## src/rtl/axi_crossbar_wr_scheduler.sv

```systemverilog
// rtl/axi_crossbar_wr_scheduler.sv - per-slave AXI write scheduler: round-robin AW grant, AW/W/B phase enables
// Define AXI_CROSSBAR_WR_BWAIT_EN to hold the grant through the B handshake (RESP state).
module axi_crossbar_wr_scheduler #(
  parameter int AXI_REQUEST_NUM = 3
) (
  input  logic                       ACLK,
  input  logic                       ARESET,
  input  logic [AXI_REQUEST_NUM-1:0] s_awvalid_i,
  input  logic                       m_awready_i,
  input  logic                       m_wvalid_i,
  input  logic                       m_wready_i,
  input  logic                       m_wlast_i,
  input  logic                       m_bvalid_i,
  input  logic                       m_bready_i,
  output logic [AXI_REQUEST_NUM-1:0] grant_o,
  output logic                       aw_en_o,
  output logic                       w_en_o,
  output logic                       b_en_o,
  output logic                       busy_o
);

  localparam logic [AXI_REQUEST_NUM-1:0] ONE = AXI_REQUEST_NUM'(1);

`ifdef AXI_CROSSBAR_WR_BWAIT_EN
  typedef enum logic [1:0] {IDLE = 2'd0, ADDR = 2'd1, DATA = 2'd2, RESP = 2'd3} state_t;
`else
  typedef enum logic [1:0] {IDLE = 2'd0, ADDR = 2'd1, DATA = 2'd2} state_t;
`endif

  state_t                       state_q, state_d;
  logic [AXI_REQUEST_NUM-1:0]   grant_q, grant_d;
  logic [AXI_REQUEST_NUM-1:0]   ptr_q, ptr_d;
  logic [AXI_REQUEST_NUM-1:0]   hi_mask, req_hi, win_oh, ptr_next;
  logic                         aw_fire, w_last_fire;

  // Requests at or above ptr win first (isolate lowest set bit); otherwise wrap to the lowest request.
  assign hi_mask  = ~(ptr_q - ONE);
  assign req_hi   = s_awvalid_i & hi_mask;
  assign win_oh   = (|req_hi) ? (req_hi & (~req_hi + ONE))
                              : (s_awvalid_i & (~s_awvalid_i + ONE));
  assign ptr_next = {win_oh[AXI_REQUEST_NUM-2:0], win_oh[AXI_REQUEST_NUM-1]};

  assign aw_fire     = (|(s_awvalid_i & grant_q)) & m_awready_i;
  assign w_last_fire = m_wvalid_i & m_wready_i & m_wlast_i;

`ifdef AXI_CROSSBAR_WR_BWAIT_EN
  logic b_fire;
  assign b_fire = m_bvalid_i & m_bready_i;
`else
  logic unused_b;
  assign unused_b = m_bvalid_i ^ m_bready_i;
`endif

  always_ff @(posedge ACLK or posedge ARESET) begin
    if (ARESET) begin
      state_q <= IDLE;
      grant_q <= '0;
      ptr_q   <= ONE;
    end else begin
      state_q <= state_d;
      grant_q <= grant_d;
      ptr_q   <= ptr_d;
    end
  end

  always_comb begin
    state_d = state_q;
    grant_d = grant_q;
    ptr_d   = ptr_q;
    aw_en_o = 1'b0;
    w_en_o  = 1'b0;
    b_en_o  = 1'b0;
    busy_o  = 1'b1;
    case (state_q)
      IDLE: begin
        busy_o = 1'b0;
        if (|s_awvalid_i) begin
          state_d = ADDR;
          grant_d = win_oh;
          ptr_d   = ptr_next;
        end
      end
      ADDR: begin
        aw_en_o = 1'b1;
        if (aw_fire) state_d = DATA;
      end
      DATA: begin
        w_en_o = 1'b1;
        if (w_last_fire) begin
`ifdef AXI_CROSSBAR_WR_BWAIT_EN
          state_d = RESP;
`else
          state_d = IDLE;
          grant_d = '0;
`endif
        end
      end
`ifdef AXI_CROSSBAR_WR_BWAIT_EN
      RESP: begin
        b_en_o = 1'b1;
        if (b_fire) begin
          state_d = IDLE;
          grant_d = '0;
        end
      end
`endif
      default: begin
        state_d = IDLE;
        grant_d = '0;
      end
    endcase
  end

  assign grant_o = grant_q;

endmodule

```

## config.mk

```make
export PLATFORM = sky130hd
export DESIGN_NAME = axi_crossbar_wr_scheduler
export DESIGN_NICKNAME = d
export VERILOG_FILES = /design/src/rtl/axi_crossbar_wr_scheduler.sv
export SDC_FILE = /design/constraint.sdc
export NUM_CORES = 1
export LEC_CHECK = 0
export ABC_AREA = 1
export CAP_MARGIN = 20
export CORE_UTILIZATION = 37
export DETAILED_ROUTE_END_ITERATION = 8
export PLACE_DENSITY = 0.74
export SLEW_MARGIN = 15
export SYNTH_ARGS = -nofsm -noshare
export SYNTH_HDL_FRONTEND = slang
export SYNTH_SLANG_ARGS = --single-unit
```

## constraint.sdc

```tcl
create_clock -name ACLK -period 1.3 [get_ports ACLK]
set_input_delay 0.13 -clock ACLK [delete_from_list [all_inputs] [get_ports ACLK]]
set_output_delay 0.13 -clock ACLK [all_outputs]
set_load 0.01 [all_outputs]
```

==> impl_metrics.py <==
metrics = {
    "logic_synthesis": {
        "postSynthRegisterBits": 8,
        "ys_types": 16,
        "syn-instance-count": 69,
        "synth_area_leader_cell": "dfrtp_1",
        "syn_area_um2": 483.0,
        "synth_top_cell_area_share_pct": 36.27,
        "synth.area.top_cells": "dfrtp_1, nand2_1, inv_1",
        "syn_area_per_cell_um2": 6.999,
        "yosysWarnings": 0,
        "syn-num-nets": 81,
        "yosysSeqAreaShare_pct": 41.71,
    },
    "grt": {
        "use_met1_pct": 21.11,
        "grt_pass1_vias": 454,
        "antenna_found_initial": 0,
        "gr-max-usage-layer": "met2",
        "grt_pass1_wl_um": 1725,
        "grt.met2_usage_pct": 27.97,
        "grt_usage_pct": 17.78,
        "grt_max_degree": 9,
        "globalRoute.totalOverflow": 0,
        "grt_use_met3_pct": 3.488,
    },
    "timing": {
        "slew_viol_final": 0,
        "clock_skew_ps": 7.858,
        "finalHoldViolations": 0,
        "period_needed_ps": 1341,
        "max_freq_mhz": 745.7,
        "rsz0062_at_grt": "yes",
        "setup_viol": 4,
        "finalCritPeriodShare_pct": 103.1,
        "setup_ws_ps": -40.94,
    },
    "worst_setup_path": {
        "reg2reg_to": "ptr_q[1]",
        "crit_end": "ptr_q[1]",
        "arrival_ps": 1480,
        "critPathMaxFanout": 3,
        "start_kind": "flip-flop",
        "rr_startpoint": "ptr_q[0]",
        "cp-end-kind": "flip-flop",
        "critPathLaunch": "ptr_q[0]",
        "worstSetupPathType": "reg -> reg",
        "cp_slowest_stage_delay_ps": 530,
        "crit_chain": "inv_2, ha_4, nand2_1, nand2_1, inv_2, nand2_2, nand2_2, nand3_2, nand2_1",
        "crit_path_top_delay_cell": "dfstp_2",
        "critPathMostFrequentCell": "nand2_1",
        "r2r_setup_slack_ps": -40,
        "worstRegToRegCells": 9,
        "cp.required_ps": 1440,
    },
    "clocking": {
        "clk_pin_slew_ps": 60,
        "cts_tree": "yes",
        "cts-root-buf": "clkbuf_4",
        "cts_buffers": 3,
        "post-cts-setup-buffer-count": 0,
        "insertion_delay_ps": 250,
        "htreeDepth": 1,
        "cts_buffer_depth": 2,
        "clkSinkCount": 8,
    },
    "outcome": {
        "status": "finished, violations left",
        "violations": "negative setup slack",
    },
    "finish": {
        "drive_gt1_share_pct": 25.56,
        "synthToLayoutAreaGrowth_pct": 48.19,
        "layout_common_cells": "nand2_1, inv_1, clkdlybuf4s50_1",
        "fin_cells": 104,
        "nets": 103,
        "n_antenna_cell": 0,
        "final_common_cell": "nand2_1",
    },
    "floorplan": {
        "pin_count": 18,
        "die_h_um": 38.13,
        "die_area_um2": 1454,
        "core_area_um2": 1156,
        "die_w_um": 38.13,
        "initial_core_util_pct": 41.77,
        "core.rowCount": 12,
    },
    "detailed_routing": {
        "drtAntennaViolNets": 0,
        "drt_iter0_drc": 10,
        "avgViaCountPerCell": 4.596,
        "wire_per_inst_um": 10.19,
        "drc": 0,
        "num_vias": 478,
        "drt_first_pass_iters": 4,
        "wl_um": 1060,
    },
    "place": {
        "place_inst": 100,
        "dp_slack_ps": -75.40,
        "dpl.hpwl_um": 825.4,
        "place_congestion": 0.8130,
        "portBuffers": 14,
    },
    "flow_run": {
        "cap_violations": 0,
    },
    "pwr": {
        "power_per_cell_area_nw_per_um2": 687.1,
        "p_leak_nw": 0.3820,
        "peakVddDrop_uv": 576.7,
    },
    "worst_hold_path": {
        "hp-class": "in -> async",
    },
}
## synth_stat cells
cell type and number:
buf_4 1, nor2_4 1, o21ai_0 2, nor2_1 2, nand4_1 2, nand2_2 1
inv_2 1, dfrtp_1 7, inv_1 11, nand3_1 6, dfstp_2 1, nor2_2 1
conb_1 1, ha_1 1, nand3_2 2, nand2_1 29
## kinds of logic after synthesis
group | count (synthesis) | synth area share, %
adder cells (fa/ha/maj) | 1 | 2.590
AND/OR/NAND/NOR | 44 | 41.97
other | 1 | 0.7765
buffers and inverters | 13 | 10.88
flip-flops | 8 | 41.71
AO/OA/AOI/OAI | 2 | 2.073
## report_power, final
part	internal [W]	switching, W	leakage [nW]
combinational	0.0000246	0.0000191	0.264
sequential	0.000249	0	0.103
clock	0.000117	0.0000814	0.0150
## metal layers
layer / share of wire, % / routed length [µm] / up-vias
met3: 4.7 / 50 / 4
li1: - / - / 252
met2: 46 / 485 / 12
met5: 0 / 0 / -
met1: 47 / 503 / 210
met4: 2.0 / 21 / 0
## critical path: cells and delay by family, from the launching register on
| kind | cells | cell delay, ps |
|---|---|---|
| AND/OR/NAND/NOR | 6 | 350 |
| adder cells (fa/ha/maj) | 1 | 250 |
| flip-flops | 1 | 530 |
| buffers and inverters | 2 | 100 |
## area by class of cell
type	instances	area [µm²]
clock buffers	4	26.28
fillers	117	440.4
inverters	12	45.04
multi-input cells	48	261.5
flip-flops and latches	8	201.4
well taps	14	17.52
repair buffers	18	163.9
## worst min path at each step
stage                      start    endpoint  slack [ps]  depth (start not counted)
after floorplan           ARESET  grant_o[0]         -60                          1
after global placement    ARESET  state_q[1]         380                          2
after detailed placement  ARESET  state_q[1]         390                          2
after CTS                 ARESET  state_q[1]         110                          2
after global routing      ARESET  state_q[1]         180                          2
final                     ARESET  state_q[1]         110                          2
## registers in the layout, indices dropped and copies added, names as in the netlist
| signal | count |
|---|---|
| state_q | 2 |
| ptr_q | 3 |
| grant_o | 3 |
## repair_timing
item,in CTS,in global routing
setup endpoints to repair,12,7
hold buffers,0,0
gates resized for setup,9,5
cloned,0,0
pin swaps,1,3
## through the flow
step                utilization (%)  total power [W]  setup TNS (ps)  hold WS, ps  cell area [µm²]
finish                        61.90        0.0004917          -138.6        106.5            715.7
global route                  61.90        0.0005153          -427.2        180.3            715.7
detailed placement            57.36        0.0002956          -275.8        386.0            663.1
floorplan                         -        0.0002671               0       -55.06            483.0
global placement              57.36        0.0002951          -248.9        384.0            663.1
CTS                           60.93        0.0005037          -112.8        105.3            704.4
Power figures use the tool's default switching activity.
